===== config.mk =====
export PLATFORM = sky130hd
export DESIGN_NAME = mem_arbiter_flat
export DESIGN_NICKNAME = d
export VERILOG_FILES = /design/src/rtl/mem_arb_pkg.sv /design/src/rtl/mem_arbiter_if.sv /design/src/rtl/rr_arbiter.sv /design/src/rtl/mem_arbiter.sv /design/src/flat_wrapper.sv
export SDC_FILE = /design/constraint.sdc
export NUM_CORES = 1
export LEC_CHECK = 0
export ABC_CLOCK_PERIOD_IN_PS = 1500
export CAP_MARGIN = 15
export CORE_UTILIZATION = 34
export CTS_CLUSTER_DIAMETER = 200
export DETAILED_ROUTE_END_ITERATION = 7
export PLACE_DENSITY = 0.74
export SLEW_MARGIN = 20
export SYNTH_ARGS = -nofsm -noshare
export SYNTH_HDL_FRONTEND = slang
export SYNTH_HIERARCHICAL = 1
export SYNTH_SLANG_ARGS = --single-unit

===== constraint.sdc =====
create_clock -name CLK -period 1.5 [get_ports CLK]
set_clock_uncertainty 0.2 [all_clocks]
set_input_delay 0.15 -clock CLK [delete_from_list [all_inputs] [get_ports CLK]]
set_output_delay 0.15 -clock CLK [all_outputs]
set_load 0.1 [all_outputs]

===== src/rtl/mem_arb_pkg.sv =====
// Shared types and defaults for the mem_arbiter slice.
// Optional build macro: MEM_ARB_FIXED_PRIO_EN (fixed lowest-index priority).
package mem_arb_pkg;

  localparam int DEF_DW   = 8;
  localparam int DEF_AW   = 5;
  localparam int DEF_NREQ = 2;

  // Tracker ids are stored at this fixed width so the entry type can live here.
  localparam int MAX_IDW  = 8;

  function automatic int id_width(input int n);
    return (n > 1) ? $clog2(n) : 1;
  endfunction

  typedef enum logic {
    OP_READ  = 1'b0,
    OP_WRITE = 1'b1
  } op_e;

  typedef struct packed {
    logic               valid;
    logic [MAX_IDW-1:0] id;
  } trk_entry_t;

endpackage


===== src/rtl/mem_arbiter_if.sv =====
// Requester command/response channels plus the memory-side bus of mem_arbiter.
// slave = the arbiter; master = requesters and the memory model.
interface mem_arbiter_if
  import mem_arb_pkg::*;
#(
  parameter int DW   = DEF_DW,
  parameter int AW   = DEF_AW,
  parameter int NREQ = DEF_NREQ
);

  logic [NREQ-1:0]    req_valid;
  logic [NREQ-1:0]    req_write;
  logic [NREQ*AW-1:0] req_addr;
  logic [NREQ*DW-1:0] req_wdata;
  logic [NREQ-1:0]    req_ready;
  logic [NREQ-1:0]    rsp_valid;
  logic [DW-1:0]      rsp_data;
  logic [DW-1:0]      mem_data_in;
  logic [AW-1:0]      mem_addr;
  logic               mem_write;
  logic               mem_read;
  logic [DW-1:0]      mem_data_out;

  modport slave (
    input  req_valid, req_write, req_addr, req_wdata, mem_data_out,
    output req_ready, rsp_valid, rsp_data,
    output mem_data_in, mem_addr, mem_write, mem_read
  );

  modport master (
    output req_valid, req_write, req_addr, req_wdata, mem_data_out,
    input  req_ready, rsp_valid, rsp_data,
    input  mem_data_in, mem_addr, mem_write, mem_read
  );

endinterface


===== src/rtl/rr_arbiter.sv =====
// One-hot grant generator: round-robin from prio_ptr, or fixed lowest-index
// priority when MEM_ARB_FIXED_PRIO_EN is defined.
module rr_arbiter
  import mem_arb_pkg::*;
#(
  parameter int NREQ = DEF_NREQ
) (
  input  logic            CLK,
  input  logic            RST,
  input  logic [NREQ-1:0] req,
  input  logic            advance,
  output logic [NREQ-1:0] gnt
);

`ifdef MEM_ARB_FIXED_PRIO_EN

  logic found;

  always_comb begin
    gnt   = '0;
    found = 1'b0;
    for (int i = 0; i < NREQ; i++) begin
      if (!found && req[i]) begin
        found  = 1'b1;
        gnt[i] = 1'b1;
      end
    end
  end

  // No pointer state in this build; these inputs only exist for port parity.
  logic unused_inputs;
  assign unused_inputs = ^{CLK, RST, advance};

`else

  localparam int IDW = id_width(NREQ);

  logic [IDW-1:0] prio_ptr;
  logic [IDW-1:0] win_idx;
  logic [IDW-1:0] next_ptr;
  logic           found;
  int             idx;

  // NOTE: every variable written here gets a default first, so no latch is inferred.
  always_comb begin
    gnt     = '0;
    win_idx = '0;
    found   = 1'b0;
    idx     = 0;
    for (int k = 0; k < NREQ; k++) begin
      idx = int'(prio_ptr) + k;
      if (idx >= NREQ) idx = idx - NREQ;
      if (!found && req[idx]) begin
        found    = 1'b1;
        gnt[idx] = 1'b1;
        win_idx  = IDW'(idx);
      end
    end
  end

  assign next_ptr = (win_idx == IDW'(NREQ - 1)) ? '0 : win_idx + 1'b1;

  // NOTE: sequential state uses non-blocking assignments and a synchronous reset.
  always_ff @(posedge CLK) begin
    if (RST) begin
      prio_ptr <= '0;
    end else if (advance) begin
      prio_ptr <= next_ptr;
    end
  end

`endif

endmodule


===== src/rtl/mem_arbiter.sv =====
// Shares one single-port synchronous memory among NREQ requesters; registered
// memory commands and in-order read responses. Honours MEM_ARB_FIXED_PRIO_EN.
module mem_arbiter
  import mem_arb_pkg::*;
#(
  parameter int DW   = DEF_DW,
  parameter int AW   = DEF_AW,
  parameter int NREQ = DEF_NREQ
) (
  input  logic          CLK,
  input  logic          RST,
  mem_arbiter_if.slave  bus
);

  localparam int IDW = id_width(NREQ);

  logic [NREQ-1:0] gnt;
  logic            transfer;
  op_e             sel_op;
  logic [AW-1:0]   sel_addr;
  logic [DW-1:0]   sel_wdata;
  logic [IDW-1:0]  sel_id;
  trk_entry_t      stage1;
  trk_entry_t      stage2;

  rr_arbiter #(.NREQ(NREQ)) u_arb (
    .CLK     (CLK),
    .RST     (RST),
    .req     (bus.req_valid),
    .advance (transfer),
    .gnt     (gnt)
  );

  // Grants are held off while RST is high so nothing transfers during reset.
  assign bus.req_ready = RST ? '0 : gnt;
  assign transfer      = |bus.req_ready;

  always_comb begin
    sel_op    = OP_READ;
    sel_addr  = '0;
    sel_wdata = '0;
    sel_id    = '0;
    for (int i = 0; i < NREQ; i++) begin
      if (bus.req_ready[i]) begin
        sel_op    = bus.req_write[i] ? OP_WRITE : OP_READ;
        sel_addr  = bus.req_addr[i*AW +: AW];
        sel_wdata = bus.req_wdata[i*DW +: DW];
        sel_id    = IDW'(i);
      end
    end
  end

  always_ff @(posedge CLK) begin
    if (RST) begin
      bus.mem_write   <= 1'b0;
      bus.mem_read    <= 1'b0;
      bus.mem_addr    <= '0;
      bus.mem_data_in <= '0;
    end else if (transfer) begin
      bus.mem_write   <= (sel_op == OP_WRITE);
      bus.mem_read    <= (sel_op == OP_READ);
      bus.mem_addr    <= sel_addr;
      bus.mem_data_in <= sel_wdata;
    end else begin
      bus.mem_write   <= 1'b0;
      bus.mem_read    <= 1'b0;
    end
  end

  // Stage 1 lines up with the memory command, stage 2 with memory data_out.
  always_ff @(posedge CLK) begin
    if (RST) begin
      stage1 <= '0;
      stage2 <= '0;
    end else begin
      stage1 <= '{valid: transfer && (sel_op == OP_READ), id: MAX_IDW'(sel_id)};
      stage2 <= stage1;
    end
  end

  always_ff @(posedge CLK) begin
    if (RST) begin
      bus.rsp_valid <= '0;
      bus.rsp_data  <= '0;
    end else begin
      bus.rsp_valid <= '0;
      if (stage2.valid) begin
        bus.rsp_data <= bus.mem_data_out;
        for (int i = 0; i < NREQ; i++) begin
          if (stage2.id == MAX_IDW'(i)) bus.rsp_valid[i] <= 1'b1;
        end
      end
    end
  end

endmodule


===== src/flat_wrapper.sv =====
// flat-port wrapper written by rule: the top's interface ports become plain ports
module mem_arbiter_flat import mem_arb_pkg::*;
#(
  parameter int DW   = DEF_DW,
  parameter int AW   = DEF_AW,
  parameter int NREQ = DEF_NREQ
)
  (CLK, RST, bus_req_valid, bus_req_write, bus_req_addr, bus_req_wdata, bus_mem_data_out, bus_req_ready, bus_rsp_valid, bus_rsp_data, bus_mem_data_in, bus_mem_addr, bus_mem_write, bus_mem_read);
  mem_arbiter_if #(.DW(DW), .AW(AW), .NREQ(NREQ)) bus_i ();
  input  logic CLK;
  input  logic RST;
  input wire logic [$bits(bus_i.req_valid)-1:0] bus_req_valid;
  input wire logic [$bits(bus_i.req_write)-1:0] bus_req_write;
  input wire logic [$bits(bus_i.req_addr)-1:0] bus_req_addr;
  input wire logic [$bits(bus_i.req_wdata)-1:0] bus_req_wdata;
  input wire logic [$bits(bus_i.mem_data_out)-1:0] bus_mem_data_out;
  output wire logic [$bits(bus_i.req_ready)-1:0] bus_req_ready;
  output wire logic [$bits(bus_i.rsp_valid)-1:0] bus_rsp_valid;
  output wire logic [$bits(bus_i.rsp_data)-1:0] bus_rsp_data;
  output wire logic [$bits(bus_i.mem_data_in)-1:0] bus_mem_data_in;
  output wire logic [$bits(bus_i.mem_addr)-1:0] bus_mem_addr;
  output wire logic [$bits(bus_i.mem_write)-1:0] bus_mem_write;
  output wire logic [$bits(bus_i.mem_read)-1:0] bus_mem_read;
  assign bus_i.req_valid = bus_req_valid;
  assign bus_i.req_write = bus_req_write;
  assign bus_i.req_addr = bus_req_addr;
  assign bus_i.req_wdata = bus_req_wdata;
  assign bus_i.mem_data_out = bus_mem_data_out;
  assign bus_req_ready = bus_i.req_ready;
  assign bus_rsp_valid = bus_i.rsp_valid;
  assign bus_rsp_data = bus_i.rsp_data;
  assign bus_mem_data_in = bus_i.mem_data_in;
  assign bus_mem_addr = bus_i.mem_addr;
  assign bus_mem_write = bus_i.mem_write;
  assign bus_mem_read = bus_i.mem_read;
  mem_arbiter #(.DW(DW), .AW(AW), .NREQ(NREQ)) u_core (.CLK(CLK), .RST(RST), .bus(bus_i));
endmodule

==> impl_metrics.ini <==
[floorplanning]
placeableCoreArea_um2 = 3420
fp-row-count = 21
die_w_um = 62.2
floorplan.die.height_um = 62.2
ioPinCount = 67
fp.dieArea_um2 = 3870
initial_core_util_pct = 36.1

[critical_path]
endpoint_arrival_time_on_the_critical_path_ps = 1740
worstPathMaxFanout = 5
start_kind = flop
timing.critical_path.required_ps = 1520
crit_path_end_kind = flop
criticalPathCategory = reg -> reg

[logic_synthesis]
synth_async_sr_flop_share_pct = 0
number_of_synthesized_flops_with_an_enable_pin = 0
syn-num-nets = 156
primary_flip_flop_cell_chosen_by_synthesis_mapping = dfxtp_1
yosysWarningCount = 6
synth_top_area_share_pct = 48.7
ys_seq_elements = 30
yosys.cell_types.count = 23
synth_area_leader_cell = dfxtp_1
post_synth.cell_area_avg_um2 = 10.6
syn_area_um2 = 1230
ys_seq_area_share_pct = 48.7
cells_after_synth = 116
ys_top_cells_by_area = dfxtp_1 49%, mux2i_1 17%, a211oi_1 7.3%, nor2b_1 4.6%, and2b_1 4.3%

[sta]
final_hold_viol_count = 1
setup_repair_after_global_routing_missed_its_margin = true
max_slew.worst_pin.slew_ps = 500
relSlewSlack_pct = 66.6
fmaxAchievable_mhz = 581
setup_violations = 19
setup_slack_ps = -221
whs_ps = -8.14
post-route-min-period_ps = 1720
timing.final.max_slew_violations = 0
min_period_over_period_pct = 115

[grt]
grt_start_max_net_pins = 11
track_usage_pct = 17.6
initial_antenna_violation_count = 0
globalRoute.totalOverflow = 0
first_global_vias = 1141
grt_pass1_wl_um = 5310

[placed_design]
globalplace.congestion = 0.691
quantity_of_i_o_buffers_inserted_on_ports = 66
post-place-cells = 235
place.detailed.hpwl_um = 2530
pre_cts_slack_ps = -282

[clocking]
clk_transition_reported_paths_ps = 100
clock_tree.root_cell = clkbuf_4
tritoncts = done
numClockSinks = 30
cts.path.max_buffers = 2
clkLatencyLatePin_ps = 320
cts_htree_levels = 2
num_cts_buffers = 5
post_cts_hold_buffer_count = 0

[cells_and_area]
most_frequent_cells_in_the_layout = 38 x clkdlybuf4s50_1, 28 x buf_12, 17 x buf_4
finish.cell_count_without_fillers = 251
drive_above_1_share_pct = 49.8
finish.net_count = 244
final_common_cell = clkdlybuf4s50_1
layout_area_overhead_pct = 113
final_core_util_pct = 76.7
number_of_filler_instances_in_the_final_layout = 215
antennaDiodeCount = 0

[routing]
num_vias = 1191
wire_length_per_cell_um = 15.0
detailedRoute.firstIterationViolations = 14
antenna_violation_net_count_after_detailed_routing = 0
dr.pass1.iters = 4
remaining_drc_errors = 0
vias_per_cell = 4.75
finalWirelength_um = 3770

[pwr]
p_sw_share_pct = 34.2
overall_power_consumption_mw = 2.47
part_of_the_total_power_dissipated_in_the_clock_network_pct = 25.6
max-vdd-ir-drop_mv = 0.949
total_leakage_power_nw = 1.06
power.switching_uw = 846
internal-power_mw = 1.63
pwr-share-comb_pct = 37.6
power.density_cell_area_nw_per_um2 = 944
seq_power_share_pct = 36.8

[hold_path]
worstHoldPathType = in -> reg

[flow_run]
drv_cap = 0

[status]
violations = negative hold slack, negative setup slack
run_status = finished with violations
critical path, cell delays in order (launching register included):
cell and delay (ps):
dfxtp_4 370, nand2b_4 140, and2_4 160, buf_4 130, buf_6 130, buf_6 120
nor2b_1 130, a211oi_1 240
per-stage QoR:
| stage | cell area [um2] | hold WS, ps | setup TNS, ps |
|---|---|---|---|
| 2_1_floorplan | 1280 | 14.7 | -111 |
| 3_3_place_gp | 2320 | 206 | -3300 |
| 3_5_place_dp | 2320 | 208 | -3950 |
| 4_1_cts | 2450 | 204 | -1200 |
| 5_1_grt | 2620 | -29.9 | -3350 |
| 6_report | 2620 | -8.14 | -2660 |
synth_stat cells, drive strengths merged (2+ instances only):
| cell | n |
|---|---|
| a211oi | 13 |
| dfxtp | 30 |
| nor2b | 9 |
| nand2b | 2 |
| a21oi | 3 |
| and2b | 7 |
| buf | 7 |
| mux2i | 21 |
| clkbuf | 2 |
| nor2 | 13 |
logic make-up (layout without fill, tap and decap cells):
kind of cell / count (synthesis) / after routing / synth area share [%]
and+or+nand+nor: 37 / 37 / 17.4
DFF: 30 / 30 / 48.7
muxes: 21 / 21 / 17.1
AOI/OAI and AO/OA: 18 / 18 / 10.9
buffers and inverters: 10 / 99 / 5.99
power by group through the flow:
stage	combinational, mW	sequential [mW]	clock (mW)
after global placement	0.818	0.924	0
after floorplan	0.185	1.20	0
after detailed placement	0.829	0.924	0
final	0.930	0.911	0.632
after global routing	0.960	0.917	0.690
after CTS	0.854	0.907	0.637
worst paths after layout:
kind / from / endpoint / slack (ps) / depth (start not counted)
max: flop / u_core/bus.mem_addr[0]$_SDFFE_PP0P_ / -220 / 7
min: bus_req_valid[0] / flop / -8 / 3
max reg2reg: flop / u_core/bus.mem_addr[0]$_SDFFE_PP0P_ / -220 / 7
min reg2reg: u_core/stage2[0]$_SDFF_PP0_ / u_core/bus.rsp_valid[0]$_SDFF_PP0_ / 220 / 1
final cells by class:
type	count	area [um2]	area share, %
clock buffer	5	37.5	1.43
clock inverter	3	40.0	1.53
inverter	1	3.75	0.143
multi-input combinational	76	708	27.0
sequential	30	621	23.7
tap	46	57.6	2.20
timing repair buffer	90	1150	44.0
registers in the layout, indices dropped and copies added (netlist names), named ones only:
name and count:
u_core/bus.rsp_data 8, u_core/bus.mem_data_in 8, u_core/bus.mem_read 1, u_core/stage1 2, u_core/bus.mem_write 1, u_core/bus.rsp_valid 2
u_core/stage2 2, u_core/bus.mem_addr 5
metal layers:
layer | track usage, % | up-vias | wire length, um
met2 | 31.9 | 44 | 2020
met1 | 18.5 | 568 | 1520
met5 | 0 | - | 0
met4 | 8.43 | 0 | 44
li1 | - | 575 | -
met3 | 5.15 | 4 | 192
repair_timing:
item                                    CTS  global route
endpoints found under the setup margin    3            19
cloned                                    0             1
gates resized for setup                   7            31
pin swaps                                 8            12
hold endpoints to repair                  0             1
buffers inserted                          3             4
Power figures use the tool's default switching activity.
